**src/rtl/sat_pkg.sv**
```systemverilog
`default_nettype none
// ============================================================================
// Module      : sat_pkg
// Description : Shared types for the DPLL solver datapath. Holds the
//               backtrack FSM state encoding, the trace stack constants and
//               the trace stack entry layout used by the trace table and by
//               backtrack_unit.
// Revision    : 1.0 - initial release
// ============================================================================
package sat_pkg;

    // Width of the variable field in a trace entry (VARIABLE_INDEXES + 1).
    localparam int unsigned TRACE_VAR_W = 9;

    typedef enum logic [2:0] {
        IDLE  = 3'd0,
        CHECK = 3'd1,
        EVAL  = 3'd2,
        PUSH  = 3'd3,
        DONE  = 3'd4
    } bt_state_t;

    localparam logic TRACE_DECIDE = 1'b0;
    localparam logic TRACE_FORCED = 1'b1;
    localparam logic TRACE_POP    = 1'b0;
    localparam logic TRACE_PUSH   = 1'b1;

    // "type" is a reserved word, so the type field is named entry_type.
    typedef struct packed {
        logic                   entry_type;
        logic                   val;
        logic [TRACE_VAR_W-1:0] variable;
    } trace_entry_t;

    // Turns a popped decision into the entry pushed back after the flip:
    // a decision (0) comes back as forced (1) with the opposite value.
    function automatic trace_entry_t flip_entry(input trace_entry_t e);
        trace_entry_t f;
        f.entry_type = ~e.entry_type;
        f.val        = ~e.val;
        f.variable   = e.variable;
        return f;
    endfunction

endpackage
`default_nettype wire

```
**src/rtl/backtrack_unit.sv**
```systemverilog
`default_nettype none
// ============================================================================
// Module      : backtrack_unit
// Description : Conflict-side consumer of the DPLL trace stack. Pops entries
//               and unassigns their variables until the most recent decision
//               is found, then pushes that decision back as a forced entry
//               with the opposite value and reports the flipped literal. A
//               stack that drains without a decision reports UNSAT.
// Ports       : clk, reset (async, active-high)
//               start / busy / done / unsat    - control and status
//               flip_var / flip_val / depth    - backtrack result
//               trace_en, trace_rw, trace_*    - trace stack access port
//               trace_*_out, trace_empty       - trace stack pop data
//               var_we, var_idx, var_assigned,
//               var_value                      - variable-state write port
// Revision    : 1.0 - initial release
// ============================================================================
module backtrack_unit
    import sat_pkg::*;
#(
    parameter int NUM_VARIABLE     = 128,
    parameter int VARIABLE_INDEXES = 8
) (
    input  logic                        clk,
    input  logic                        reset,
    input  logic                        start,
    output logic                        busy,
    output logic                        done,
    output logic                        unsat,
    output logic [VARIABLE_INDEXES:0]   flip_var,
    output logic                        flip_val,
    output logic [VARIABLE_INDEXES:0]   depth,
    output logic                        trace_en,
    output logic                        trace_rw,
    output logic                        trace_type,
    output logic                        trace_val,
    output logic [VARIABLE_INDEXES:0]   trace_variable,
    input  logic                        trace_type_out,
    input  logic                        trace_val_out,
    input  logic [VARIABLE_INDEXES:0]   trace_variable_out,
    input  logic                        trace_empty,
    output logic                        var_we,
    output logic [VARIABLE_INDEXES:0]   var_idx,
    output logic                        var_assigned,
    output logic                        var_value
);

    localparam int VW = VARIABLE_INDEXES + 1;

    // The entry layout is fixed by the package; refuse to elaborate with a
    // variable index width that would not fit it.
    generate
        if ((VW != TRACE_VAR_W) || (NUM_VARIABLE > (1 << VW))) begin : g_param_guard
            $error("backtrack_unit: parameters do not match trace_entry_t");
        end
    endgenerate

    bt_state_t      r_state;
    trace_entry_t   r_entry;
    logic [VW-1:0]  r_depth;
    logic           r_unsat;
    logic [VW-1:0]  r_flip_var;
    logic           r_flip_val;
    trace_entry_t   w_push_entry;

    // ------------------------------------------------------------------------
    // Control FSM, popped-entry latch, depth counter and result registers.
    // Result registers are cleared when a start is accepted so the previous
    // result stays visible after done until the next backtrack begins.
    // ------------------------------------------------------------------------
    always_ff @(posedge clk or posedge reset) begin
        if (reset) begin
            r_state    <= IDLE;
            r_entry    <= '0;
            r_depth    <= '0;
            r_unsat    <= 1'b0;
            r_flip_var <= '0;
            r_flip_val <= 1'b0;
        end else begin
            case (r_state)
                IDLE: begin
                    if (start) begin
                        r_depth    <= '0;
                        r_unsat    <= 1'b0;
                        r_flip_var <= '0;
                        r_flip_val <= 1'b0;
                        r_state    <= CHECK;
                    end
                end
                CHECK: begin
                    if (trace_empty) begin
                        r_unsat <= 1'b1;
                        r_state <= DONE;
                    end else begin
                        // Saturate rather than wrap on very deep backtracks.
                        if (r_depth != '1) begin
                            r_depth <= r_depth + VW'(1);
                        end
                        r_state <= EVAL;
                    end
                end
                EVAL: begin
                    r_entry.entry_type <= trace_type_out;
                    r_entry.val        <= trace_val_out;
                    r_entry.variable   <= trace_variable_out;
                    r_state            <= (trace_type_out == TRACE_FORCED) ? CHECK : PUSH;
                end
                PUSH: begin
                    r_flip_var <= w_push_entry.variable;
                    r_flip_val <= w_push_entry.val;
                    r_state    <= DONE;
                end
                DONE: begin
                    r_state <= IDLE;
                end
                default: begin
                    r_state <= IDLE;
                end
            endcase
        end
    end

    assign unsat    = r_unsat;
    assign flip_var = r_flip_var;
    assign flip_val = r_flip_val;
    assign depth    = r_depth;

    // ------------------------------------------------------------------------
    // Strobes decoded from the state register. The pop in CHECK depends on
    // trace_empty in the same cycle, so it cannot be decided a cycle early.
    // ------------------------------------------------------------------------
    always_comb begin
        w_push_entry   = flip_entry(r_entry);
        busy           = (r_state != IDLE);
        done           = (r_state == DONE);
        trace_en       = 1'b0;
        trace_rw       = TRACE_POP;
        trace_type     = 1'b0;
        trace_val      = 1'b0;
        trace_variable = '0;
        var_we         = 1'b0;
        var_idx        = '0;
        var_assigned   = 1'b0;
        var_value      = 1'b0;
        case (r_state)
            CHECK: begin
                trace_en = ~trace_empty;
            end
            EVAL: begin
                // Pop data arrives this cycle; unassign it straight away.
                var_we  = 1'b1;
                var_idx = trace_variable_out;
            end
            PUSH: begin
                trace_en       = 1'b1;
                trace_rw       = TRACE_PUSH;
                trace_type     = w_push_entry.entry_type;
                trace_val      = w_push_entry.val;
                trace_variable = w_push_entry.variable;
                var_we         = 1'b1;
                var_idx        = w_push_entry.variable;
                var_assigned   = 1'b1;
                var_value      = w_push_entry.val;
            end
            default: begin
            end
        endcase
    end

endmodule
`default_nettype wire

```
**config.mk**
```make
export PLATFORM = sky130hd
export DESIGN_NAME = backtrack_unit
export DESIGN_NICKNAME = d
export VERILOG_FILES = /design/src/rtl/sat_pkg.sv /design/src/rtl/backtrack_unit.sv
export SDC_FILE = /design/constraint.sdc
export NUM_CORES = 1
export LEC_CHECK = 0
export ABC_AREA = 1
export CORE_MARGIN = 10
export CORE_UTILIZATION = 45
export CTS_CLUSTER_SIZE = 16
export DETAILED_ROUTE_END_ITERATION = 7
export GPL_TIMING_DRIVEN = 0
export PLACE_DENSITY = 0.89
export SLEW_MARGIN = 40
export SYNTH_ARGS = -nofsm -noshare
export SYNTH_HDL_FRONTEND = slang
export SYNTH_SLANG_ARGS = --single-unit
```
**constraint.sdc**
```tcl
create_clock -name clk -period 3.5 [get_ports clk]
set_clock_uncertainty 0.2 [all_clocks]
set_input_delay 0.7 -clock clk [delete_from_list [all_inputs] [get_ports clk]]
set_output_delay 0.7 -clock clk [all_outputs]
set_load 0.005 [all_outputs]
```
**Yosys cells after proc, flatten, opt, wreduce, memory -nomap -nowiden**

Index checks and enable logic that the tools add are counted.

- Bitwise operators: 3
- Add/subtract/negate cells: 1
- Eq/ne operators: 9
- Muxes and demuxes: 20
- Reductions and logical operators: 8

Operators with widths:

| kind | number |
|---|---|
| 9-bit one-hot mux with 2 select lines | 3 |
| 9-bit 2-to-1 mux | 4 |
| 3-bit one-hot mux with 4 select lines | 1 |
| 9-bit by 1-bit adder with 9-bit output, second input constant | 1 |
| 9-bit inequality test, second input constant | 1 |
| 2-bit inequality test, second input constant | 4 |
| 3-bit by 2-bit equality test with 1-bit output, second input constant | 2 |
| 1-bit 2-to-1 mux | 6 |
| 3-bit 2-to-1 mux | 2 |
| 1-bit one-hot mux with 2 select lines | 3 |
| 4-bit AND reduction | 1 |
| 2-bit nonzero test | 2 |
| 3-bit by 1-bit equality test with 1-bit output, second input constant | 1 |
| 3-bit equality test, second input constant | 1 |
| 3-bit logical NOT | 1 |
| 1-bit NOT | 3 |
| 3-bit AND reduction | 1 |
| 3-bit nonzero test | 1 |
| 2-bit 2-to-1 mux | 1 |
| 2-bit AND reduction | 1 |
| 2-bit OR reduction | 1 |

- Output and inout port bits: 47
- Word-level logic and storage cells: 49
- Flip-flop bits (word level): 34
- Input port bits: 15

**Depth between registers and ports, before layout**

Gate-level depths: netlist (run 1).

- Depth in word-level cells: 4
- Gate-level depth with buffers: 11
- Mapped depth without buffers: 10

**Least setup slack after synthesis (run 1)**

No wires, ideal clock.

- Kind: reg2out
- Start: register r_state[2]
- End: output var_assigned
- Path slack: 1.498 ns
- Data required time: 2.600 ns
- Arrival time: 1.102 ns
- Stages on the path, launching flop included: 7
- Buffers on the path: 3
- Cell sequence: dfrtp_1 -> nor2_2 -> nand2_2 -> buf_6 -> buf_6 -> inv_2 -> buf_4

- Word-level cells in the longest chain between the ends: 2

RTL lines:

| what | line | source |
|---|---|---|
| from (decl) | backtrack_unit.sv:58 | `bt_state_t r_state;` |
| from (signal assigned) | backtrack_unit.sv:106 | `r_state <= (trace_type_out == TRACE_FORCED) ? CHECK : PUSH;` |
| 3-bit by 2-bit equality test with 1-bit output | -- |  |
| 1-bit 2-to-1 mux | -- |  |
| to (decl) | backtrack_unit.sv:44 | `output logic var_assigned,` |

No other way between the ends.

**Final worst setup path (run 1)**

- Start: register r_state[2]
- End: output var_idx[5]

- Word-level cells in the longest chain between the ends: 2
- Elaborated cells on any way between the ends: 3
- Classes of those cells: 2 x eq/ne; 1 x mux

RTL lines:

| what | line | source |
|---|---|---|
| 3-bit by 2-bit equality test with 1-bit output | backtrack_unit.sv:145 | `case (r_state)` |
| 9-bit one-hot mux with 2 select lines * | backtrack_unit.sv:145 |  |
| to (decl) | backtrack_unit.sv:43 | `output logic [VARIABLE_INDEXES:0] var_idx,` |

Every way passes the cells marked *; elsewhere a longest branch is shown, timed or not.

==> reports/metrics.csv, run 1 <==
stage,metric,value,unit
status,status,"complete, no violations",
logic_synthesis,syn_area_per_cell,8.86,µm²
place,Post-DP HPWL,3520,µm
place,Placed Instances,308,
detailed_routing,DR vias/cell,4.90,
timing,Worst Tran Pin Value,0.712,ns
setup_path,worst path arrival time,2.03,ns
place,PortBufs,61,
global_route,vias in the first global route,1503,
detailed_routing,via count,1545,
floorplan,IO Pins,62,
clock_tree,Skew-Pair Late Insertion Delay,0.28,ns
floorplan,num rows,22,
timing,final setup vio count,0,
min_path,worst min path class,reg -> reg,
clock_tree,CTS Buf Count,5,
logic_synthesis,mapped cell area,0.00176,mm²
logic_synthesis,Syn Inst Count,199,
timing,endpoints failing hold,0,
clock_tree,H-tree depth,2,
pwr,LEAKAGE,1.15,nW
setup_path,data required time of the critical path,2.60,ns
logic_synthesis,Syn Nets,216,
run,max cap viols,0,
detailed_routing,final wirelength,4590,µm
floorplan,die height,82.6,µm
clock_tree,CTS tree,yes,
detailed_routing,drt pass-1 iters,4,
timing,min Tclk post-route,2.93,ns
setup_path,"critical path fanouts, max",10,
floorplan,Initial Util,47.4,%
detailed_routing,# DRC,0,
place,Placement Cell Area,0.00243,mm²
logic_synthesis,Synth Flop Type,dfrtp_1,
global_route,Congestion Overflow GR,0,
logic_synthesis,Post-synth EDFFs,0,
detailed_routing,Routed Antenna Nets,0,
logic_synthesis,share of the synthesized area in the top cell type,48.3,%
timing,Final TNS setup,0,ns
logic_synthesis,asr flop ratio synth,100,%
clock_tree,post_cts resized,0,
cells_and_area,area added between synthesis and finish,42.4,%
timing,post-route clock period utilization,83.8,%
timing,Worst Hold Slack,0.297,ns
timing,worst relative slew slack,52.5,%
setup_path,crit end category,output port,
floorplan,area of the core,0.00372,mm²
cells_and_area,nets,284,
logic_synthesis,YS warnings,0,
detailed_routing,DR iter-0 viols,71,
timing,Final Slew Violations,0,
global_route,pin count of the biggest net entering global routing,35,
cells_and_area,final non-filler cell total,315,
detailed_routing,wire per inst,14.6,µm
logic_synthesis,"area leader, netlist",dfrtp_1,
global_route,initial antenna violation count,0,
timing,RSZ-0062 raised after global routing,no,
cells_and_area,ant diodes,0,
setup_path,kind of critical path,reg -> out,
logic_synthesis,most numerous cell in the Yosys netlist,nand2_1,
logic_synthesis,ranking of synthesized cells by area,"dfrtp_1 48%, nand2_1 8.1%, inv_1 5.1%",
logic_synthesis,sequential area share after synthesis,48.3,%
pwr,pwr dens,732,mW/mm²
place,dpl ws,0.657,ns
logic_synthesis,"FF+latch count, synth",34,
logic_synthesis,Commonest cells post-synth,"38 x nand2_1, 34 x dfrtp_1, 24 x inv_1, 14 x nor2_1, 12 x o21ai_1",
logic_synthesis,synth unique cells,25,
floorplan,Die Wd,82.6,µm
clock_tree,Post-CTS Setup Bufs,0,
timing,Fmax,341,MHz
clock_tree,Bufs on Longest Clock Path,2,
cells_and_area,post-route cell area,0.00251,mm²
clock_tree,hold buffers post-CTS,0,
place,Final Wtd Congestion,0.779,
clock_tree,clock sink count,34,
timing,post-route setup slack,0.569,ns
cells_and_area,layout cell share with drive strength beyond 1,19.1,%
pwr,VDD IR max,0.426,mV
clock_tree,"CTS clk-pin slew, worst paths",0.07,ns
global_route,first-pass GRT wire length,7250,µm
clock_tree,Root Buffer,clkbuf_8,
setup_path,Startpoint Class,flop,
floorplan,die area,0.00682,mm²
global_route,Tot GR Track Use,13.6,%
cells in the final DEF, fill, tap and decap left out, types with 3 or more instances in the layout:
master,synthesis,routed
clkdlybuf4s50_1,0,61
inv_1,24,23
nor2_2,7,7
o21ai_1,12,12
o22ai_2,5,5
clkbuf_8,0,5
nand2_1,38,38
buf_6,3,3
a31o_1,10,10
nand3_1,7,7
o21ai_0,6,6
inv_2,4,5
nand2_2,9,9
o21ai_2,6,6
buf_2,5,5
dfrtp_1,34,34
nor2_1,14,14
cells by family after synthesis:
family	after synthesis	share of synthesized area, %
buf+inv	38	10.1
simple gates	81	21.7
compound gates	44	18.5
fa+ha+maj	2	1.42
flops	34	48.3
per-layer routing:
metal	global-route usage (%)	wire, µm	vias to the layer above
met3	4.00	298	4
met1	15.9	1990	729
met4	4.52	46	0
met2	23.3	2250	40
li1	-	-	772
met5	0	0	-
flip-flops by register name (all words and copies together) (netlist names):
register,cells
flip_val,1
flip_var,9
unsat,1
depth,9
r_state,3
r_entry,11
final timing paths:
path | to | cells after the start | slack (ns) | from
worst min-delay path | r_entry[1]$_DFFE_PP0N_ | 2 | 0.30 | r_entry[1]$_DFFE_PP0N_
min in group asynchronous | depth[7]$_DFFE_PP0P_ | 2 | 0.66 | reset
max in group asynchronous | r_entry[0]$_DFFE_PP0N_ | 2 | 1.98 | reset
worst min register to register | r_entry[1]$_DFFE_PP0N_ | 2 | 0.30 | r_entry[1]$_DFFE_PP0N_
worst max-delay path | var_idx[5] | 5 | 0.57 | r_state[2]$_DFFE_PP0P_
worst max register to register | depth[2]$_DFFE_PP0P_ | 11 | 1.38 | depth[0]$_DFFE_PP0P_
report_power, final:
part	total [mW]	switching, mW	leakage, nW	internal (mW)
clock network	0.264	0.128	0.0383	0.137
registers	0.638	0.0975	0.449	0.540
logic	0.935	0.472	0.658	0.463
worst max-delay path, cell delays in order, from the launching register on:
cell and delay, ns:
dfrtp_1 0.44, nor2_2 0.19, nand2_2 0.16, buf_2 0.25, o22ai_2 0.18, clkdlybuf4s50_1 0.53
final cells by class:
cell class	count	area (µm²)
Timing Repair Buffer	61	611
Fill cell	315	1210
Tap cell	48	60.1
Inverter	28	105
Buffer	10	73.8
Sequential cell	34	851
Clock buffer	7	76.3
Multi-Input combinational cell	127	733
stage by stage:
stage          power, mW  utilization, %
6_report            1.84            67.5
5_1_grt             1.97            67.5
4_1_cts             1.86            67.5
3_5_place_dp        1.59            65.5
3_3_place_gp        1.56            65.5
2_1_floorplan       1.15               -
Note: power is estimated with default switching activity, not from simulation.
==> run 2, diff against run 1 <==
--- a/config.mk
+++ b/config.mk
@@ -7,11 +7,11 @@
 export LEC_CHECK = 0
 export ABC_AREA = 1
 export CORE_MARGIN = 10
-export CORE_UTILIZATION = 45
+export CORE_UTILIZATION = 40
 export CTS_CLUSTER_SIZE = 16
 export DETAILED_ROUTE_END_ITERATION = 7
 export GPL_TIMING_DRIVEN = 0
-export PLACE_DENSITY = 0.89
+export PLACE_DENSITY = 0.84
 export SLEW_MARGIN = 40
 export SYNTH_ARGS = -nofsm -noshare
 export SYNTH_HDL_FRONTEND = slang
==> constraint.sdc (replaced) <==
create_clock -name clk -period 2.4 [get_ports clk]
set_clock_uncertainty 0.2 [all_clocks]
set_input_delay 0.48 -clock clk [delete_from_list [all_inputs] [get_ports clk]]
set_output_delay 0.48 -clock clk [all_outputs]
set_load 0.005 [all_outputs]
==> run 2 against run 1 <==
Global-route usage decreased by 0.81 points. Die area increased by 9.4%. Via count increased by 3.0%. First-iteration DRC count decreased by 1.4%. Count of clock-buffer cells in the layout decreased by 2. Non-clock buffer count increased by 6. Clock power increased by 51%. Critical path type unchanged. Critical endpoint is now var_idx[4]. Highest routed layer unchanged.
==> reports/metrics.csv, run 2 (synthesized netlist as in run 1, its figures left out) <==
stage,metric,value,unit,change
status,status,"complete, no violations",,
min_path,worst min path class,reg -> reg,,
place,dpl ws,-0.0162,ns,-0.673 ns
cells_and_area,Filler Cell Count,381,,+21%
clock_tree,clock sink count,34,,unchanged
detailed_routing,DR vias/cell,4.90,,-0.19%
global_route,Congestion Overflow GR,0,,unchanged
clock_tree,Bufs on Longest Clock Path,2,,unchanged
timing,endpoints failing hold,0,,unchanged
place,Post-DP HPWL,3490,µm,-0.96%
cells_and_area,Final Core Density,59.7,%,-7.9 points
setup_path,kind of critical path,reg -> out,,
setup_path,worst path arrival time,1.64,ns,-0.39 ns
detailed_routing,final wirelength,4640,µm,+0.98%
clock_tree,Root Buffer,clkbuf_8,,
global_route,first-pass GRT wire length,7840,µm,+8.2%
place,PortBufs,61,,unchanged
clock_tree,H-tree depth,2,,unchanged
floorplan,num rows,24,,+9.1%
floorplan,Initial Util,40.8,%,-6.7 points
floorplan,area of the core,0.00432,mm²,+16%
detailed_routing,wire per inst,14.3,µm,-2.1%
global_route,vias in the first global route,1622,,+7.9%
detailed_routing,# DRC,0,,unchanged
timing,post-route setup slack,0.0780,ns,-0.491 ns
pwr,LEAKAGE,1.32,nW,+15%
cells_and_area,ant diodes,0,,unchanged
timing,Fmax,431,MHz,
cells_and_area,area added between synthesis and finish,46.3,%,
timing,Worst Tran Pin Value,0.720,ns,+0.00870 ns
detailed_routing,drt pass-1 iters,4,,unchanged
clock_tree,Skew-Pair Late Insertion Delay,0.29,ns,about the same
detailed_routing,Routed Antenna Nets,0,,unchanged
cells_and_area,max FFs per register,11,,unchanged
cells_and_area,layout cell share with drive strength beyond 1,23.8,%,+4.7 points
global_route,pin count of the biggest net entering global routing,35,,unchanged
floorplan,die height,86.4,µm,+4.6%
timing,Final Slew Violations,0,,unchanged
timing,worst relative slew slack,51.9,%,-0.58 points
cells_and_area,nets,290,,+2.1%
setup_path,"critical path fanouts, max",10,,unchanged
timing,RSZ-0062 raised after global routing,yes,,
global_route,Tot GR Track Use,12.8,%,-0.81 points
pwr,pwr dens,1070,mW/mm²,+46%
floorplan,die area,0.00746,mm²,+9.4%
timing,final setup vio count,0,,unchanged
timing,min Tclk post-route,2.32,ns,
cells_and_area,"commonest non-fill, non-tap cell in the layout",nand2_1,,
place,Final Wtd Congestion,0.797,,+2.3%
clock_tree,CTS tree,yes,,
detailed_routing,via count,1591,,+3.0%
setup_path,data required time of the critical path,1.72,ns,-0.88 ns
pwr,VDD IR max,0.637,mV,+50%
timing,post-route clock period utilization,96.7,%,
global_route,initial antenna violation count,0,,unchanged
cells_and_area,Largest Register,r_entry,,
detailed_routing,DR iter-0 viols,70,,-1.4%
clock_tree,"CTS clk-pin slew, worst paths",0.07,ns,about the same
floorplan,Die Wd,86.4,µm,+4.6%
run,max cap viols,0,,unchanged
setup_path,Startpoint Class,flop,,
floorplan,IO Pins,62,,unchanged
cells_and_area,most frequent cells in the layout,"38 x nand2_1, 36 x clkdlybuf4s50_1, 32 x dfrtp_1",,
clock_tree,CTS Buf Count,5,,unchanged
setup_path,crit end category,output port,,
-- run 2: changes by cell type in the layout (fill, tap and decap cells not counted), sizes merged --
cell	previous run	this run
clkdlybuf4s50	61	36
dlygate4sd2	0	17
buf	10	16
clkdlybuf4s15	0	3
clkinv	0	2
dlymetal6s2s	0	2
clkbuf	7	8
-- run 2: per-layer routing --
| layer | GRT usage (%) | part of all wire (%) | vias up |
|---|---|---|---|
| met5 | 0 | 0 | - |
| met1 | 15.0 | 42 | 760 |
| met2 | 20.2 | 48 | 38 |
| met3 | 6.47 | 9.3 | 5 |
| li1 | - | - | 788 |
| met4 | 3.09 | 0.93 | 0 |
-- run 2: final cells by class --
cell class	count	area, µm²	area share, %
inverters	28	105	4.07
flip-flops and latches	34	853	33.1
multi-input cells	127	761	29.5
clock buffers	5	68.8	2.67
well taps	52	65.1	2.52
plain buffers	9	72.6	2.81
clock inverters	2	10.0	0.388
repair buffers	68	644	25.0
-- run 2: path summary, 6_finish.rpt --
kind	start	end	slack [ns]	cells past startpoint
min in group asynchronous	reset	depth[7]$_DFFE_PP0P_	0.43	2
worst min-delay path	r_entry[6]$_DFFE_PP0N_	r_entry[6]$_DFFE_PP0N_	0.30	2
max in group asynchronous	reset	r_state[0]$_DFFE_PP0P_	1.06	2
worst min register to register	r_entry[6]$_DFFE_PP0N_	r_entry[6]$_DFFE_PP0N_	0.30	2
worst max register to register	depth[0]$_DFFE_PP0P_	depth[2]$_DFFE_PP0P_	0.28	11
worst max-delay path	r_state[0]$_DFFE_PP0P_	var_idx[4]	0.08	6
-- run 2: stage by stage --
step	hold slack (ns)	instance area [µm²]	power, mW	setup TNS (ns)	std cells
final	0.298	2580	2.76	0	325
after global routing	0.323	2580	2.97	-0.0281	325
after CTS	0.303	2550	2.74	0	322
after detailed placement	0.277	2440	2.31	-0.0162	312
after global placement	0.267	2440	2.28	-0.0169	312
after floorplan	0.250	1760	1.68	0	199
-- run 2: repair_timing --
action                                  in CTS  in global routing
pin swaps                                    0                  3
hold buffers                                 0                  0
gates resized for setup                     33                 12
cloned                                       0                  0
endpoints found under the setup margin      24                 12
buffers inserted                             3                  4
-- run 2: worst max-delay path: stages, from the launching register on --
cell and delay, ns:
dfrtp_2 0.43, buf_12 0.13, nor2_4 0.14, nand2_4 0.10
buf_6 0.17, o22ai_2 0.13, dlygate4sd2_1 0.26
-- run 2: where the power goes --
part           leakage, nW  switching, mW  total [mW]  internal, mW
combinational        0.832          0.710        1.41         0.699
sequential           0.446          0.161       0.952         0.791
clock               0.0438          0.203       0.398         0.195
==> run 3, diff against run 2 <==
==> constraint.sdc (replaced) <==
create_clock -name clk -period 1.9 [get_ports clk]
set_clock_uncertainty 0.2 [all_clocks]
set_input_delay 0.38 -clock clk [delete_from_list [all_inputs] [get_ports clk]]
set_output_delay 0.38 -clock clk [all_outputs]
set_load 0.005 [all_outputs]
==> run 3 against run 2 <==
The run now ends with negative setup slack left. Non-clock buffer count rose by 30. Sequential cell count unchanged. Clock power up 74%. First-iteration DRC count rose by 31%. Final cell count increased by 9.2%.
==> reports/metrics.csv, run 3 (synthesized netlist as in run 1, its figures left out) <==
stage,metric,value,unit,change
place,Post-DP HPWL,3610,µm,+3.7%
cells_and_area,layout cell share with drive strength beyond 1,45.9,%,+22 points
timing,RSZ-0062 raised after global routing,yes,,
setup_path,Startpoint Class,flop,,
clock_tree,H-tree depth,2,,unchanged
floorplan,die height,86.4,µm,unchanged
timing,post-route clock period utilization,110,%,
cells_and_area,ant diodes,0,,unchanged
cells_and_area,Largest Register,r_entry,,
place,Final Wtd Congestion,0.784,,-1.7%
timing,worst relative slew slack,50.8,%,-1.1 points
setup_path,kind of critical path,reg -> out,,
clock_tree,clock sink count,34,,unchanged
timing,final setup vio count,33,,+33
global_route,Tot GR Track Use,14.7,%,+1.9 points
cells_and_area,nets,320,,+10%
cells_and_area,max FFs per register,11,,unchanged
status,status,"complete, but fails checks",,
clock_tree,hold buffers post-CTS,0,,unchanged
timing,Worst Tran Pin Value,0.736,ns,+0.0160 ns
clock_tree,Root Buffer,clkbuf_8,,
clock_tree,CTS Buf Count,5,,unchanged
clock_tree,Bufs on Longest Clock Path,2,,unchanged
place,Placement Cell Area,0.00244,mm²,+0.15%
cells_and_area,"commonest non-fill, non-tap cell in the layout",nand2_1,,
timing,Final TNS setup,-3.11,ns,-3.11 ns
timing,Final Slew Violations,0,,unchanged
timing,min Tclk post-route,2.09,ns,
timing,Fmax,479,MHz,
global_route,pin count of the biggest net entering global routing,35,,unchanged
cells_and_area,most frequent cells in the layout,"33 x nand2_1, 32 x clkdlybuf4s50_1, 30 x dfrtp_1",,
clock_tree,CTS tree,yes,,
detailed_routing,via count,1792,,+13%
cells_and_area,post-route cell area,0.00307,mm²,+19%
global_route,Congestion Overflow GR,0,,unchanged
place,PortBufs,61,,unchanged
detailed_routing,# DRC,0,,unchanged
detailed_routing,Routed Antenna Nets,0,,unchanged
detailed_routing,DR vias/cell,5.05,,+3.1%
global_route,vias in the first global route,1902,,+17%
floorplan,Initial Util,40.8,%,unchanged
pwr,LEAKAGE,1.52,nW,+15%
run,max cap viols,0,,unchanged
detailed_routing,M1 wire length,2230,µm,+16%
setup_path,"critical path fanouts, max",4,,-6
clock_tree,"CTS clk-pin slew, worst paths",0.08,ns,about the same
cells_and_area,Filler Cell Count,306,,-20%
detailed_routing,wire per inst,17.0,µm,+19%
detailed_routing,top routing layer in use,met4,,
timing,post-route setup slack,-0.189,ns,-0.267 ns
place,dpl ws,-0.422,ns,-0.406 ns
timing,endpoints failing hold,0,,unchanged
setup_path,data required time of the critical path,1.32,ns,-0.40 ns
detailed_routing,met3 wire len,665,µm,+55%
detailed_routing,DR iter-0 viols,92,,+31%
pwr,VDD IR max,0.808,mV,+27%
floorplan,IO Pins,62,,unchanged
floorplan,area of the core,0.00432,mm²,unchanged
detailed_routing,final wirelength,6040,µm,+30%
detailed_routing,drt pass-1 iters,4,,unchanged
pwr,Design Power,4.57,mW,+66%
clock_tree,Skew-Pair Late Insertion Delay,0.30,ns,about the same
cells_and_area,area added between synthesis and finish,74.4,%,
floorplan,num rows,24,,unchanged
floorplan,die area,0.00746,mm²,unchanged
pwr,pwr dens,1490,mW/mm²,+39%
global_route,first-pass GRT wire length,8870,µm,+13%
status,failing checks,negative setup slack,,
setup_path,crit end category,output port,,
min_path,worst min path class,reg -> reg,,
global_route,initial antenna violation count,0,,unchanged
detailed_routing,met2 WL post-DR,3070,µm,+38%
floorplan,Die Wd,86.4,µm,unchanged
setup_path,worst path arrival time,1.51,ns,-0.13 ns
## run 3: final timing paths
kind,cells after the start,end,startpoint,slack (ns)
max reg2reg,11,depth[0]$_DFFE_PP0P_,depth[0]$_DFFE_PP0P_,-0.05
max in group asynchronous,2,depth[2]$_DFFE_PP0P_,reset,0.66
min,2,r_entry[4]$_DFFE_PP0N_,r_entry[4]$_DFFE_PP0N_,0.31
min reg2reg,2,r_entry[4]$_DFFE_PP0N_,r_entry[4]$_DFFE_PP0N_,0.31
min in group asynchronous,2,r_entry[3]$_DFFE_PP0N_,reset,0.32
max,6,var_idx[1],r_state[2]$_DFFE_PP0P_,-0.19
## run 3: metrics by stage
| stage | hold slack, ns | util (%) | cells |
|---|---|---|---|
| floorplan | 0.250 | - | 199 |
| global placement | 0.266 | 56.5 | 312 |
| detailed placement | 0.271 | 56.5 | 312 |
| CTS | 0.302 | 65.2 | 344 |
| global route | 0.319 | 71.1 | 355 |
| finish | 0.306 | 71.1 | 355 |
## run 3: report_power, final
| group | internal, mW | total, mW | switching (mW) |
|---|---|---|---|
| logic | 1.40 | 2.67 | 1.27 |
| clock network | 0.420 | 0.694 | 0.274 |
| registers | 1.00 | 1.21 | 0.208 |
| total | 2.82 | 4.57 | 1.75 |
## run 3: cell type report
cell class,count,area [µm²],area share [%]
Buffer,10,113,3.66
Clock buffer,6,82.6,2.69
Clock inverter,1,30.0,0.977
Inverter,28,110,3.58
Multi-Input combinational cell,127,911,29.6
Sequential cell,34,856,27.8
Tap cell,52,65.1,2.12
Timing Repair Buffer,97,907,29.5
## run 3: metal layers
metal  track usage (%)  vias up
li1                  -      850
met2              24.2       67
met4              5.01        0
met5                 0        -
met1              15.0      866
met3              9.19        9
## run 3: critical path: stages, from the launching register on
cell       delay [ns]
dfrtp_2          0.44
buf_6            0.13
nor2_4           0.11
nand2_4          0.10
clkbuf_16        0.17
o22ai_2          0.13
buf_2            0.13
## run 3: what timing repair did
| action | CTS | global route |
|---|---|---|
| endpoints found under the setup margin | 35 | 40 |
| setup buffers | 24 | 12 |
| hold endpoints to repair | 0 | 0 |
| resized for setup | 150 | 34 |
| pin swaps | 3 | 11 |
| cloned | 1 | 2 |
